## src/rtl/pc_fetch_ctrl.sv

```systemverilog
// Fetch-stage PC sequencer: reset / exception / eret / stall / redirect / +4,
// with AdEL substitution of illegal fetches. Optional macro: FETCH_RANGE_CHECK_EN.
module pc_fetch_ctrl #(
  parameter logic [31:0] RESET_PC   = 32'h0000_3000,
  parameter logic [31:0] HANDLER_PC = 32'h0000_4180,
  parameter logic [31:0] TEXT_LO    = 32'h0000_3000,
  parameter logic [31:0] TEXT_HI    = 32'h0000_6FFC
) (
  input  logic        clk,
  input  logic        reset,
  input  logic        stall,
  input  logic        npc_valid,
  input  logic [31:0] npc,
  input  logic        exc_req,
  input  logic        eret_req,
  input  logic [31:0] epc,
  input  logic [31:0] imem_instr,
  output logic [31:0] PC,
  output logic [31:0] if_instr,
  output logic        adel,
  output logic        in_handler,
  output logic        double_fault
);

  typedef enum logic {RUN, HANDLER} state_t;
  state_t state;

  // exc_req in HANDLER only poisons double_fault; it falls through the
  // remaining priorities as if absent.
  always_ff @(posedge clk) begin
    if (reset) begin
      state        <= RUN;
      PC           <= RESET_PC;
      in_handler   <= 1'b0;
      double_fault <= 1'b0;
    end else begin
      if (exc_req && state == HANDLER)
        double_fault <= 1'b1;
      if (exc_req && state == RUN) begin
        PC         <= HANDLER_PC;
        state      <= HANDLER;
        in_handler <= 1'b1;
      end else if (eret_req) begin
        PC         <= epc;
        state      <= RUN;
        in_handler <= 1'b0;
      end else if (!stall) begin
        PC <= npc_valid ? npc : PC + 32'd4;
      end
    end
  end

  logic misaligned, out_of_range;
  assign misaligned = |PC[1:0];
`ifdef FETCH_RANGE_CHECK_EN
  assign out_of_range = (PC < TEXT_LO) || (PC > TEXT_HI);
`else
  assign out_of_range = 1'b0;
`endif

  assign adel     = misaligned || out_of_range;
  assign if_instr = adel ? 32'h0 : imem_instr;

endmodule

```

## config.mk

```make
export PLATFORM = sky130hd
export DESIGN_NAME = pc_fetch_ctrl
export DESIGN_NICKNAME = d
export VERILOG_FILES = /design/src/rtl/pc_fetch_ctrl.sv
export SDC_FILE = /design/constraint.sdc
export NUM_CORES = 1
export LEC_CHECK = 0
export CAP_MARGIN = 20
export CORE_MARGIN = 3
export CORE_UTILIZATION = 30
export CTS_BUF_LIST = sky130_fd_sc_hd__clkbuf_4 sky130_fd_sc_hd__clkbuf_8
export DETAILED_ROUTE_END_ITERATION = 12
export GPL_TIMING_DRIVEN = 0
export PLACE_DENSITY_LB_ADDON = 0.15
export RECOVER_POWER = 25
export SLEW_MARGIN = 30
export SYNTH_ARGS = -nofsm -noshare
export SYNTH_HDL_FRONTEND = slang
export SYNTH_SLANG_ARGS = --single-unit
```

## constraint.sdc

```tcl
create_clock -name clk -period 2.7 [get_ports clk]
set_input_delay 0.405 -clock clk [delete_from_list [all_inputs] [get_ports clk]]
set_output_delay 0.405 -clock clk [all_outputs]
set_load 0.05 [all_outputs]
```

# --- Word level (Yosys, flattened, before mapping) ---
# Cells that the tools add are included.
totals:
  register_bits: 34
  input_bits: 102
  word_cells: 20
classes:
  n_addsub: 1
  n_eq_ne: 2
  mux: 7
  bitwise_logic: 1
  reduce_logical: 5
op_table:
  columns: ["cell", "count"]
  rows:
  - ["$mux 32", 4]
  - ["$add 32x3->32 const B", 1]
  - ["$mux 15", 1]
  - ["$reduce_or 2->1", 2]
  - ["$ne 3x1->1 const B", 1]
  - ["$logic_and 1x1->1", 2]
  - ["$mux 1", 2]
  - ["$ne 2x1->1 const B", 1]
  - ["$reduce_bool 2->1", 1]
  - ["$not 1->1", 1]

# --- Logic depth before layout (Yosys ltp) ---
logic_depth:
  word_depth: 5
  mapped_depth: 7

# --- Worst setup path after synthesis ---
# No wires, ideal clock.
synth_timing:
  path_kind: "reg2reg"
  start: "register PC[2]"
  end: "register PC[24]"
  setup_time_ps: 63
  t_arrival_ps: 2333
  slack_ps: 304
  stages_incl_launch_ff: 7
  path_buffers: 0
  period_less_slack_ps: 2396
  path_cell_list: "dfxtp_1 > ha_1 > and4_2 > nand3_2 > or3_1 > or4_1 > nand3_1"
synth_via:
  elab_chain_cells: 4
synth_lines:
  columns: ["item", "line_no", "text"]
  rows:
  - ["from (decl)", "18", "output logic [31:0] PC,"]
  - ["from (signal assigned)", "44", "PC <= epc;"]
  - ["from (signal assigned)", "48", "PC <= npc_valid ? npc : PC + 32'd4;"]
  - ["$add 32x3->32", "48", null]
  - ["$mux 32", "48", null]
  - ["$mux 32", "47", "end else if (!stall) begin"]
  - ["$mux 32", "43", "end else if (eret_req) begin"]
# No other way between the ends. The select of a mux whose other input is x is not followed.
# A chain may end at the register's enable or synchronous reset.

==> impl_metrics.json <==
{
  "cp_cell_sequence": "nor2_1, clkbuf_1, and2_1, clkdlybuf4s50_1",
  "async_flop_share_pct": 0,
  "critPathRequiredTime_ns": 2.30,
  "gp_congestion": 0.948,
  "coreArea_um2": 8890,
  "outcome": "completed",
  "path_buf_inv": 2,
  "synth_cells": 382,
  "viasPerCell": 5.50,
  "timing.final.crit_share_pct": 95.4,
  "die_area_um2": 10600,
  "yosysTopAreaCellShare_pct": 24.2,
  "dieWidth_um": 103,
  "drcViolationCount": 0,
  "cts_hold_buf": 0,
  "ys.flop_type": "dfxtp_1",
  "grt_usage_pct": 22.7,
  "post_cts_buffers": 0,
  "clkLatencyLatePin_ns": 0.30,
  "ant_nets": 0,
  "nNetsFinal": 659,
  "place_hpwl_um": 9620,
  "cp_max_fo": 10,
  "worstMarginPinSlew_ns": 0.677,
  "layout-drive-gt1-share_pct": 5.39,
  "crit_type": "reg2out",
  "slowest_delay_ns": 0.81,
  "hold_path_class": "reg2reg",
  "ys_warn_count": 0,
  "pwr-share-clk_pct": 23.4,
  "area_growth_pct": 67.9,
  "relSlewSlack_pct": 54.9,
  "postPlaceCellArea_um2": 4610,
  "sequentialPowerShare_pct": 31.9,
  "totalWireLength_um": 12600,
  "finalSetupViolCount": 0,
  "slew_violations": 0,
  "firstDrtPassIters": 5,
  "crit_family": "buffers and inverters",
  "drt_iter0_drc": 313,
  "synth_area_um2": 2810,
  "p_sw_share_pct": 40.3,
  "fin_area_um2": 4710,
  "initial_core_util_pct": 31.6,
  "reg2reg_slack_ns": 0.37,
  "wl_per_cell_um": 19.0,
  "grt_max_degree": 11,
  "finalWorstSetupSlack_ns": 0.124,
  "synth_edf_count": 0,
  "fmax_mhz": 388,
  "startpoint_type": "flip-flop",
  "gr-total-overflow": 0,
  "vdd_drop_max_uv": 166,
  "ctsHtreeMaxLevel": 2,
  "grt_pass1_vias": 3497,
  "synth_fa_ha_area_share_pct": 0.446,
  "yosysTopAreaCell": "dfxtp_1",
  "clk_pin_slew_ns": 0.09,
  "hold_viol_final": 0,
  "whs_ns": 0.474,
  "antenna_found_initial": 0,
  "clock_sinks": 34,
  "synth-xor-area-share_pct": 1.87,
  "worst_path_max_delay_cell": "clkdlybuf4s50_1",
  "seq_area_frac_synth_pct": 24.2,
  "ys_top_cells_by_area": "dfxtp_1 (24%), and2_1 (7.8%), a21oi_1 (5.5%)",
  "cp_data_arrival_time_ns": 2.17,
  "grt_pass1_wl_um": 18600,
  "power_leakage_nw": 1.71,
  "synth_compound_area_share_pct": 25.8,
  "ioPinCount": 169,
  "ys_seq_elements": 34,
  "worstSetupEndpointType": "primary output",
  "syn_area_per_cell_um2": 7.35,
  "clock-root-buffer": "clkbuf_8",
  "p_switching_mw": 0.736,
  "power_mw": 1.83,
  "clockBufferDepth": 2,
  "port_buffers": 167,
  "powerDensity_nw_per_um2": 388,
  "syn-num-nets": 485,
  "mostFrequentLayoutCell": "clkdlybuf4s50_1",
  "die_y_um": 103,
  "fin_skew_ns": 0.0161,
  "n_antenna_cell": 0,
  "rows": 34,
  "comb_power_share_pct": 44.6,
  "p_int_mw": 1.09,
  "ctsResizeCount": 0,
  "post-place-ws_ns": 0.160,
  "min_period_ns": 2.58,
  "synthSimpleGateAreaFrac_pct": 36.8,
  "synth.distinct_cells": 63,
  "cap_viol_max_count": 0,
  "numCtsBuffers": 5,
  "synth_top_family_by_area": "simple AND/OR/NAND/NOR gates",
  "cts_tree": "built",
  "final_cell_mix": "clkdlybuf4s50_1 (143), and2_1 (35), dfxtp_1 (34)",
  "muxShareOfSynthArea_pct": 4.32,
  "num_vias": 3655
}
==> state kept, by name, indices dropped and copies added (netlist names), named ones only <==
signal / count
state: 1
double_fault: 1
PC: 30
==> worst register-to-register path, cell delays in order, from the launching register on <==
cell	delay (ns)
dfxtp_1	0.44
ha_1	0.28
and4_2	0.31
nand3_2	0.25
or3_1	0.49
nor4_1	0.33
nor3_1	0.10
==> routing by layer <==
metal | track usage, % | up-vias | wire [um]
li1 | - | 1756 | -
met1 | 30.6 | 1701 | 5260
met2 | 36.0 | 183 | 6010
met3 | 7.31 | 15 | 1250
met4 | 4.38 | 0 | 109
met5 | 0 | - | 0
==> layout make-up <==
type | count | area, um2
Fill cell | 870 | 4180
Multi-Input combinational cell | 310 | 1940
Timing Repair Buffer | 167 | 1680
Sequential cell | 34 | 681
Buffer | 27 | 141
Tap cell | 108 | 135
Clock buffer | 7 | 90.1
Inverter | 11 | 41.3
Clock inverter | 1 | 5.00
==> metrics by stage <==
| step | cells | setup TNS, ns | utilization (%) |
|---|---|---|---|
| 2_1_floorplan | 382 | 0 | - |
| 3_3_place_gp | 657 | 0 | 51.9 |
| 6_report | 665 | 0 | 53.0 |
| 5_1_grt | 665 | -0.000639 | 53.0 |
| 3_5_place_dp | 657 | 0 | 51.9 |
| 4_1_cts | 665 | 0 | 53.0 |
==> final timing paths <==
check	start	endpoint	depth (start not counted)
hold / removal	double_fault	double_fault	2
setup reg to reg	PC[2]	PC[28]	6
setup / recovery	flip-flop	if_instr[7]	4
hold reg to reg	double_fault	double_fault	2
==> cell families (layout without fill, tap and decap cells) <==
group | after synthesis | in the layout
flip-flops | 34 | 34
AND/OR/NAND/NOR | 181 | 181
multiplexers | 12 | 12
XOR/XNOR | 6 | 6
buffers and inverters | 38 | 213
AO/OA/AOI/OAI | 110 | 110
adder cells (fa/ha/maj) | 1 | 1
==> power by group through the flow <==
stage | combinational (mW) | clock, mW | sequential [mW]
4_1_cts | 0.823 | 0.432 | 0.583
3_3_place_gp | 0.815 | 0 | 0.594
2_1_floorplan | 0.358 | 0 | 0.690
3_5_place_dp | 0.819 | 0 | 0.594
6_report | 0.816 | 0.428 | 0.584
5_1_grt | 0.860 | 0.452 | 0.590
==> Yosys cell counts (6+ instances only) <==
cell	count
and2_1	35
a21oi_1	31
inv_1	10
mux2i_1	11
nor4_1	10
nand3_1	14
o22ai_1	7
clkbuf_1	18
nand4_1	7
o21ai_0	21
dfxtp_1	34
nor3_1	14
a22oi_1	6
nand2b_1	13
nor2b_1	6
nor2_1	28
nand2_1	31
Power figures use the tool's default switching activity.
